--- config.mk ---
export PLATFORM = sky130hd
export DESIGN_NAME = simon_seq_ctrl_flat
export DESIGN_NICKNAME = d
export VERILOG_FILES = /design/src/rtl/simon_pkg.sv /design/src/rtl/simon_seq_ctrl_if.sv /design/src/rtl/simon_seq_mem.sv /design/src/rtl/simon_seq_ctrl.sv /design/src/flat_wrapper.sv
export SDC_FILE = /design/constraint.sdc
export NUM_CORES = 1
export LEC_CHECK = 0
export CAP_MARGIN = 10
export CORE_ASPECT_RATIO = 1.75
export CORE_MARGIN = 5
export CORE_UTILIZATION = 64
export CTS_CLUSTER_DIAMETER = 50
export DETAILED_ROUTE_END_ITERATION = 8
export PLACE_DENSITY = 0.91
export SYNTH_ARGS = -nofsm -noshare
export SYNTH_HDL_FRONTEND = slang
export SYNTH_SLANG_ARGS = --single-unit
export TNS_END_PERCENT = 20
--- constraint.sdc ---
create_clock -name clk -period 7 [get_ports clk]
set_input_delay 0.7 -clock clk [delete_from_list [all_inputs] [get_ports clk]]
set_output_delay 0.7 -clock clk [all_outputs]
set_load 0.005 [all_outputs]
--- src/rtl/simon_pkg.sv ---
// Shared types and constants for the Simon sequence controller.
package simon_pkg;

  typedef enum logic [2:0] {
    IDLE     = 3'd0,
    INPUT    = 3'd1,
    PLAYBACK = 3'd2,
    REPEAT   = 3'd3,
    FAIL     = 3'd4,
    WIN      = 3'd5
  } state_e;

  localparam logic [3:0] LEDS_OFF   = 4'b0000;
  localparam logic [3:0] LEDS_FAIL  = 4'b1111;
  localparam logic [3:0] LEDS_WIN_A = 4'b1010;
  localparam logic [3:0] LEDS_WIN_B = 4'b0101;

endpackage

--- src/rtl/simon_seq_ctrl_if.sv ---
// Player/LED bus between the board front end and the Simon sequence controller.
interface simon_seq_ctrl_if #(parameter int DEPTH = 16);
  logic                   start;
  logic                   enter;
  logic [3:0]             pattern;
  logic                   legal;
  logic                   tick;
  logic [3:0]             leds;
  logic [2:0]             state_o;
  logic [$clog2(DEPTH):0] seq_len;
  logic                   illegal;

  modport master (output start, enter, pattern, legal, tick,
                  input  leds, state_o, seq_len, illegal);
  modport slave  (input  start, enter, pattern, legal, tick,
                  output leds, state_o, seq_len, illegal);
endinterface

--- src/rtl/simon_seq_mem.sv ---
// DEPTH x 4 pattern store: one synchronous write port, one asynchronous read port, no reset.
module simon_seq_mem #(
  parameter  int DEPTH = 16,
  localparam int AW    = $clog2(DEPTH)
) (
  input  logic          clk,
  input  logic          we_i,
  input  logic [AW-1:0] waddr_i,
  input  logic [3:0]    wdata_i,
  input  logic [AW-1:0] raddr_i,
  output logic [3:0]    rdata_o
);

  logic [DEPTH-1:0][3:0] mem_q;

  // write one pattern slot; contents survive reset, len tracks validity
  always_ff @(posedge clk) begin
    if (we_i) mem_q[waddr_i] <= wdata_i;
  end

  assign rdata_o = mem_q[raddr_i];

endmodule

--- src/rtl/simon_seq_ctrl.sv ---
// Simon sequence controller: records legal patterns, plays them back and
// checks the second player's repetition.
// Optional build macro SIMON_TIMEOUT_EN adds a per-entry tick timeout in REPEAT.
module simon_seq_ctrl
  import simon_pkg::*;
#(
  parameter int DEPTH         = 16,
  parameter int TIMEOUT_TICKS = 8
) (
  input  logic            clk,
  input  logic            rst_n,
  simon_seq_ctrl_if.slave bus
);

  localparam int IW = $clog2(DEPTH);
  localparam int LW = IW + 1;

  state_e        state_q, state_d;
  logic [LW-1:0] len_q, len_d;
  logic [IW-1:0] idx_q, idx_d;
  logic [3:0]    leds_q, leds_d;
  logic          illegal_q, illegal_d;
  logic          we;
  logic [3:0]    rd_data;
  logic          last;

`ifdef SIMON_TIMEOUT_EN
  localparam int TW = $clog2(TIMEOUT_TICKS + 1);
  logic [TW-1:0] tmo_q, tmo_d;
`endif

  // write address is the next free slot; the read port always follows idx,
  // which serves both playback display and repeat comparison
  simon_seq_mem #(.DEPTH(DEPTH)) u_mem (
    .clk     (clk),
    .we_i    (we),
    .waddr_i (len_q[IW-1:0]),
    .wdata_i (bus.pattern),
    .raddr_i (idx_q),
    .rdata_o (rd_data)
  );

  assign last = ({1'b0, idx_q} == (len_q - LW'(1)));

  // next-state, counters and LED selection
  always_comb begin
    state_d   = state_q;
    len_d     = len_q;
    idx_d     = idx_q;
    illegal_d = 1'b0;
    we        = 1'b0;
`ifdef SIMON_TIMEOUT_EN
    tmo_d     = tmo_q;
`endif
    if (bus.start) begin
      state_d = INPUT;
      len_d   = '0;
      idx_d   = '0;
    end else begin
      case (state_q)
        INPUT: if (bus.enter) begin
          if (bus.legal) begin
            we      = 1'b1;
            len_d   = len_q + LW'(1);
            idx_d   = '0;
            state_d = PLAYBACK;
          end else begin
            illegal_d = 1'b1;
          end
        end
        PLAYBACK: if (bus.tick) begin
          if (last) begin
            idx_d   = '0;
            state_d = REPEAT;
`ifdef SIMON_TIMEOUT_EN
            tmo_d   = '0;
`endif
          end else begin
            idx_d = idx_q + IW'(1);
          end
        end
        REPEAT: begin
          if (bus.enter) begin
            if (bus.pattern == rd_data) begin
`ifdef SIMON_TIMEOUT_EN
              tmo_d = '0;
`endif
              if (last) state_d = (len_q == LW'(DEPTH)) ? WIN : INPUT;
              else      idx_d   = idx_q + IW'(1);
            end else begin
              state_d = FAIL;
            end
          end
`ifdef SIMON_TIMEOUT_EN
          else if (bus.tick) begin
            if (int'(tmo_q) + 1 >= TIMEOUT_TICKS) state_d = FAIL;
            else                                  tmo_d   = tmo_q + TW'(1);
          end
`endif
        end
        default: ;
      endcase
    end

    case (state_d)
      INPUT, REPEAT: leds_d = bus.pattern;
      FAIL:          leds_d = LEDS_FAIL;
      // WIN_A and WIN_B are bitwise complements, so a tick just inverts
      WIN:           leds_d = (state_q != WIN) ? LEDS_WIN_A : (bus.tick ? ~leds_q : leds_q);
      default:       leds_d = LEDS_OFF;
    endcase
  end

  // state and output registers
  always_ff @(posedge clk) begin
    if (!rst_n) begin
      state_q   <= IDLE;
      len_q     <= '0;
      idx_q     <= '0;
      leds_q    <= LEDS_OFF;
      illegal_q <= 1'b0;
    end else begin
      state_q   <= state_d;
      len_q     <= len_d;
      idx_q     <= idx_d;
      leds_q    <= leds_d;
      illegal_q <= illegal_d;
    end
  end

`ifdef SIMON_TIMEOUT_EN
  // ticks elapsed since REPEAT entry or the last accepted entry
  always_ff @(posedge clk) begin
    if (!rst_n) tmo_q <= '0;
    else        tmo_q <= tmo_d;
  end
`endif

  // playback shows the stored slot straight from the register file
  assign bus.leds    = (state_q == PLAYBACK) ? rd_data : leds_q;
  assign bus.state_o = state_q;
  assign bus.seq_len = len_q;
  assign bus.illegal = illegal_q;

endmodule

--- src/flat_wrapper.sv ---
// flat-port wrapper written by rule: the top's interface ports become plain ports
module simon_seq_ctrl_flat import simon_pkg::*;
#(
  parameter int DEPTH         = 16,
  parameter int TIMEOUT_TICKS = 8
)
  (clk, rst_n, bus_start, bus_enter, bus_pattern, bus_legal, bus_tick, bus_leds, bus_state_o, bus_seq_len, bus_illegal);
  simon_seq_ctrl_if #(.DEPTH(DEPTH)) bus_i ();
  input  logic clk;
  input  logic rst_n;
  input wire logic [$bits(bus_i.start)-1:0] bus_start;
  input wire logic [$bits(bus_i.enter)-1:0] bus_enter;
  input wire logic [$bits(bus_i.pattern)-1:0] bus_pattern;
  input wire logic [$bits(bus_i.legal)-1:0] bus_legal;
  input wire logic [$bits(bus_i.tick)-1:0] bus_tick;
  output wire logic [$bits(bus_i.leds)-1:0] bus_leds;
  output wire logic [$bits(bus_i.state_o)-1:0] bus_state_o;
  output wire logic [$bits(bus_i.seq_len)-1:0] bus_seq_len;
  output wire logic [$bits(bus_i.illegal)-1:0] bus_illegal;
  assign bus_i.start = bus_start;
  assign bus_i.enter = bus_enter;
  assign bus_i.pattern = bus_pattern;
  assign bus_i.legal = bus_legal;
  assign bus_i.tick = bus_tick;
  assign bus_leds = bus_i.leds;
  assign bus_state_o = bus_i.state_o;
  assign bus_seq_len = bus_i.seq_len;
  assign bus_illegal = bus_i.illegal;
  simon_seq_ctrl #(.DEPTH(DEPTH), .TIMEOUT_TICKS(TIMEOUT_TICKS)) u_core (.clk(clk), .rst_n(rst_n), .bus(bus_i));
endmodule
==> flow_metrics.tcl, run 1 <==
set metrics [dict create \
    cts.sinks 81 \
    postCtsSetupBuffers 0 \
    synth_mux_area_frac 0.119 \
    synthAdderAreaFrac 0.0157 \
    grt_pass1_wl_microns 13500 \
    fin_crit_ns 3.90 \
    grt-ovfl-total 0 \
    placed_cell_area_sq_mm 0.00419 \
    yosysMostFrequentCell "edfxtp_1" \
    root_buffer "clkbuf_8" \
    ios 23 \
    p_sw_frac 0.207 \
    synth_area_leaders "edfxtp_1 (48%), dfxtp_1 (8.6%), mux2i_1 (7.1%)" \
    start_util 0.648 \
    clk_pin_slew_ns 0.07 \
    final.setup_skew_ns 0.0125 \
    start_kind "register" \
    pwr-share-comb 0.052 \
    fill_cells 410 \
    ys_seq_area_frac 0.569 \
    synth_top_family_by_area "multiplexers" \
    worst_slew_pin_slew_ns 1.15 \
    worstSkewPairLatency_ns 0.35 \
    cap_violations 0 \
    hp-class "register to register" \
    die_w_microns 69.6 \
    tns_ns 0 \
    chipHeight_microns 114 \
    synth_top_area_frac 0.483 \
    synth-edff-count 64 \
    ant_nets 0 \
    drive_gt1_frac 0.0896 \
    gp_congestion 0.847 \
    path_max_fanout 23 \
    wl_per_cell_microns 19.7 \
    crit_type "register to primary output" \
    syn_avg_cell_area_sq_um 12.7 \
    worst_ep_required_time_ns 6.30 \
    synth_top_area_cell "edfxtp_1" \
    synthDistinctLibCells 59 \
    yosys.area_share.simple 0.112 \
    async_flop_share 0 \
    fmax_mhz 256 \
    p_sw_uw 177 \
    postLayoutSetupSlackWorst_ns 3.10 \
    cts_resized 0 \
    slew-limit-headroom 0.233 \
    syn_inst 313 \
    synth_xor_area_frac 0.0393 \
    ys_warn_count 0 \
    pwr-share-seq 0.611 \
    yosys_most_used_dff "edfxtp_1" \
    core_area_sq_mm 0.00613 \
    preCtsSetupSlack_ns 3.48 \
    setup_viol 0 \
    ys_ff_latch 81 \
    h-tree-depth 3 \
    clkPwrFrac 0.337 \
    dr.pass1.iters 4 \
    syn_to_final_growth_pct 9.41 \
    vias_per_cell 6.09 \
    synth_compound_area_frac 0.107 \
    crit_arrival_ns 3.20 \
    io_buffers 22 \
    dieArea_sq_mm 0.00795 \
    syn_area_sq_mm 0.00398 \
    cts_tree "done" \
    grt_max_degree 24 \
    rsz0062_at_grt "false" \
    yosys-top-cells-count "edfxtp_1 (64), nor2_1 (33), mux2i_1 (28), nand2_1 (20), dfxtp_1 (17)" \
    design_area_sq_mm 0.00435 \
    syn_nets 328 \
    num_vias 2527 \
    core.rowCount 38 \
    place_hpwl_microns 6110 \
    p_per_area_mw_per_mm2 197 \
    drcViolationCount 0 \
    grt_usage 0.224 \
    grt_pass1_vias 2749 \
    ctsHoldBuffers 0 \
    internal_power_uw 679 \
    wl_microns 8160 \
    vdd_drop_max_uv 185 \
    cts_max_path_buffers 2 \
    antennaDiodeCount 0 \
    drtIter0Drc 150 \
    slew_violations 0 \
    crit_path_end_kind "primary output" \
    p_leak_uw 0.00138 \
    final_nets 345 \
    cts_buffers 9 \
    final_hold_viol_count 0 \
    period_share 0.557 \
    grt_antenna_before_repair 0 \
    status "finished clean" \
]
## logic make-up after synthesis
kind of cell	count (synthesis)
buffers and inverters	28
DFF	81
muxes	37
and+or+nand+nor	92
AOI/OAI and AO/OA	53
adders and majority gates	5
xor gates and xnor gates	17
## layout by cell type (no fill, tap or decap), types with 3 or more instances in the layout
master,synthesis,routed
a21oi_1,12,12
clkbuf_8,0,10
and3_1,3,3
clkbuf_1,7,5
nor2b_1,4,4
nand2_1,20,20
edfxtp_1,64,64
nand2b_1,3,3
o21ai_0,8,8
mux2i_1,28,28
mux4_2,8,8
nor2_1,33,33
xnor2_1,11,11
ha_1,5,5
nor3_1,10,10
xor2_1,5,5
nor4_1,3,3
a22o_1,3,3
clkdlybuf4s50_1,0,22
inv_1,12,12
o21a_1,3,3
and2_1,4,4
dfxtp_1,17,17
## area by class of cell
class	count	area, sq um	area share
Clock inverter	1	5.00	0.00115
Multi-Input combinational cell	204	1560	0.359
Inverter	12	45.0	0.0104
Clock buffer	15	156	0.0360
Sequential cell	81	2260	0.520
Timing Repair Buffer	22	220	0.0506
Tap cell	80	100	0.0230
## path summary, 6_finish.rpt
kind / startpoint / endpoint / slack [ns] / depth (start not counted)
max: u_core.idx_q[1] / bus_leds[2] / 3.10 / 6
min: u_core.bus.seq_len[4] / u_core.bus.seq_len[4] / 0.55 / 2
max reg2reg: u_core.idx_q[1] / u_core.idx_q[2] / 3.74 / 8
min reg2reg: u_core.bus.seq_len[4] / u_core.bus.seq_len[4] / 0.55 / 2
## worst max-delay path: stages, from the launching register on
cell	delay (ns)
dfxtp_1	1.09
nor2_1	0.29
a22o_1	0.27
a221oi_1	0.37
a21oi_1	0.12
a21oi_1	0.19
clkdlybuf4s50_1	0.52
## registers in the layout, summed over array words and instances, names as in the netlist
signal,flops
u_core.bus.illegal,1
u_core.bus.seq_len,5
u_core.bus.state_o,3
u_core.idx_q,4
u_core.leds_q,4
u_core.u_mem.mem_q,64
## through the flow
stage,hold WS [ns],utilization,total power (uW),std cells
after CTS,0.556,0.709,863,415
final,0.549,0.709,856,415
after global placement,0.524,0.683,577,399
after global routing,0.612,0.709,880,415
after floorplan,0.507,-,557,313
after detailed placement,0.542,0.683,578,399
## per-layer routing
layer,up-vias,global-route usage,routed length [microns]
met5,-,0,0
met4,0,0.141,396
met3,27,0.0439,248
met2,61,0.419,4630
met1,1241,0.223,2880
li1,1198,-,-
## power by group through the flow
stage	logic, uW	clock network (uW)	registers, uW
2_1_floorplan	24.0	0	532
3_3_place_gp	42.9	0	534
3_5_place_dp	44.4	0	534
4_1_cts	44.7	295	523
5_1_grt	48.6	309	523
6_report	44.4	288	523
No activity file was read; power rests on OpenSTA's default activity.
==> run 2, diff against run 1 <==
--- a/config.mk
+++ b/config.mk
@@ -8,10 +8,10 @@
 export CAP_MARGIN = 10
 export CORE_ASPECT_RATIO = 1.75
 export CORE_MARGIN = 5
-export CORE_UTILIZATION = 64
+export CORE_UTILIZATION = 54
 export CTS_CLUSTER_DIAMETER = 50
 export DETAILED_ROUTE_END_ITERATION = 8
-export PLACE_DENSITY = 0.91
+export PLACE_DENSITY = 0.82
 export SYNTH_ARGS = -nofsm -noshare
 export SYNTH_HDL_FRONTEND = slang
 export SYNTH_SLANG_ARGS = --single-unit
==> constraint.sdc (replaced) <==
create_clock -name clk -period 3.38 [get_ports clk]
set_input_delay 0.338 -clock clk [delete_from_list [all_inputs] [get_ports clk]]
set_output_delay 0.338 -clock clk [all_outputs]
set_load 0.005 [all_outputs]
==> run 2 against run 1 <==
- critical path depth unchanged
- non-clock buffer count up 10
- worst hold slack better by 0.0023 ns
- final cell count up 3.9%
- register-to-register slack worse by 3.1 ns
- global-route usage down 1.5 points
- total power rose to 2.5 times the previous value
- wire length up 7.8%
- clock power rose to 3.4 times the previous value
- clock skew down 0.0063 ns
- count of clock-buffer cells in the layout down 4
- critical path type unchanged
- largest power group unchanged
- highest routed layer unchanged
==> flow_metrics.tcl, run 2 (same netlist as run 1, synthesis figures left out) <==
set metrics [dict create \
    slew_violations 0 \
    placed_cells 415 \
    tns_ns 0 \
    drt-met1-wl_microns 3060 \
    status "finished clean" \
    cpMaxStageDelayCell "dfxtp_1" \
    vias_per_cell 5.94 \
    final_nets 355 \
    cp_slowest_stage_delay_ns 0.63 \
    antennaDiodeCount 0 \
    clk_pin_slew_ns 0.06 \
    grt_max_degree 20 \
    p_leak_uw 0.00150 \
    setup_viol 0 \
    fill_cells 547 \
    postCtsSetupBuffers 0 \
    path_cells "nor2_1 > a22o_1 > a221oi_1 > a21oi_1 > a21oi_1 > clkdlybuf4s50_1" \
    mostFrequentLayoutCell "edfxtp_1" \
    ios 23 \
    dieArea_sq_mm 0.00924 \
    fin_crit_ns 2.88 \
    chipHeight_microns 124 \
    drcViolationCount 0 \
    crit_arrival_ns 2.54 \
    drive_gt1_frac 0.130 \
    crit_top_cell "a21oi_1" \
    rsz0062_at_grt "false" \
    cts.sinks 81 \
    grt_pass1_vias 2588 \
    p_per_area_mw_per_mm2 471 \
    start_kind "register" \
    start_util 0.553 \
    final_cell_mix "edfxtp_1 (64), nor2_1 (33), mux2i_1 (28)" \
    worst_ep_required_time_ns 3.04 \
    final-instance-count-excl-fill 431 \
    regMostFlops "u_core.u_mem.mem_q" \
    crit_family "compound AO/OA/AOI/OAI gates" \
    path_max_fanout 12 \
    grt-ovfl-total 0 \
    crit_type "register to primary output" \
    core_area_sq_mm 0.00718 \
    h-tree-depth 3 \
    drtIter0Drc 154 \
    wl_microns 8800 \
    syn_to_final_growth_pct 15.1 \
    io_buffers 22 \
    hp-class "register to register" \
    crit_path_end_kind "primary output" \
    wl_per_cell_microns 20.4 \
    met3_length_microns 310 \
    crit_buf_inv 1 \
    slew-limit-headroom 0.527 \
    cts_tree "done" \
    grt_usage 0.209 \
    cts_max_path_buffers 2 \
    largest_reg_flops 64 \
    num_vias 2558 \
    preCtsSetupSlack_ns 0.615 \
    cts_buffers 9 \
    wl_met2_microns 5060 \
    cap_violations 0 \
    dr.pass1.iters 7 \
    place_hpwl_microns 6420 \
    grt_antenna_before_repair 0 \
    grt_pass1_wl_microns 13700 \
    worst_slew_pin_slew_ns 0.708 \
    final.setup_skew_ns 0.00617 \
    die_w_microns 74.9 \
    root_buffer "clkbuf_16" \
    highest_layer "met4" \
    core.rowCount 41 \
    postLayoutSetupSlackWorst_ns 0.504 \
    worstSkewPairLatency_ns 0.33 \
    ant_nets 0 \
    gp_congestion 0.873 \
    period_share 0.851 \
    fmax_mhz 348 \
    final_hold_viol_count 0 \
    vdd_drop_max_uv 355 \
]
==> run 2: cell types whose count changed in the layout (fill, tap and decap cells not counted), sizes merged <==
cell    previous run  this run
buf                0        10
clkbuf            15        11
clkinv             1         3
bufinv             0         1
inv               12        13
==> run 2: worst reg2reg max path: cells and delay by family, from the launching register on <==
kind / cells / cell delay, ns
adder cells (fa/ha/maj): 1 / 0.25
AND/OR/NAND/NOR: 2 / 0.46
flip-flops: 1 / 0.30
AO/OA/AOI/OAI: 6 / 1.00
buffers and inverters: 4 / 0.61
==> run 2: final cells by class <==
class	count	area, sq um	share of cell area
Clock buffer	11	253	0.0552
Multi-Input combinational cell	204	1560	0.341
Tap cell	86	108	0.0235
Clock inverter	5	52.6	0.0115
Inverter	12	45.0	0.00984
Timing Repair Buffer	32	295	0.0645
Sequential cell	81	2260	0.495
==> run 2: metrics by stage <==
stage               area [sq um]  total power (uW)   util  hold WS [ns]
detailed placement          4270              1200  0.595         0.540
global placement            4270              1200  0.595         0.527
CTS                         4580              2180  0.637         0.551
floorplan                   3980              1150      -         0.417
global route                4580              2230  0.637         0.569
finish                      4580              2160  0.637         0.551
==> run 2: repair_timing <==
item                       in CTS  in global routing
setup endpoints to repair       0                  1
gates resized for setup         0                  1
hold buffers                    0                  0
==> run 2: where the power goes <==
part | switching (uW) | internal [uW]
Sequential | 5.57 | 1080
Combinational | 53.9 | 42.9
Clock | 368 | 609
Total | 427 | 1730
==> run 2: per-layer routing <==
layer,track usage,up-vias
li1,-,1219
met1,0.212,1252
met2,0.377,66
met3,0.0423,21
met4,0.126,0
met5,0,-
==> run 2: final timing paths <==
path,start,to,slack (ns),cells past startpoint
worst max register to register,u_core.bus.seq_len[0],u_core.leds_q[0],0.69,13
worst min-delay path,u_core.bus.seq_len[4],u_core.bus.seq_len[4],0.55,2
worst min register to register,u_core.bus.seq_len[4],u_core.bus.seq_len[4],0.55,2
worst max-delay path,u_core.idx_q[0],bus_leds[2],0.50,6
==> run 3, diff against run 2 <==
--- a/config.mk
+++ b/config.mk
@@ -10,6 +10,7 @@
 export CORE_MARGIN = 5
 export CORE_UTILIZATION = 54
 export CTS_CLUSTER_DIAMETER = 50
+export CTS_CLUSTER_SIZE = 14
 export DETAILED_ROUTE_END_ITERATION = 8
 export PLACE_DENSITY = 0.82
 export SYNTH_ARGS = -nofsm -noshare
==> results of run 3 <==
Final layout, timing and power as in run 2 (identical DEF).
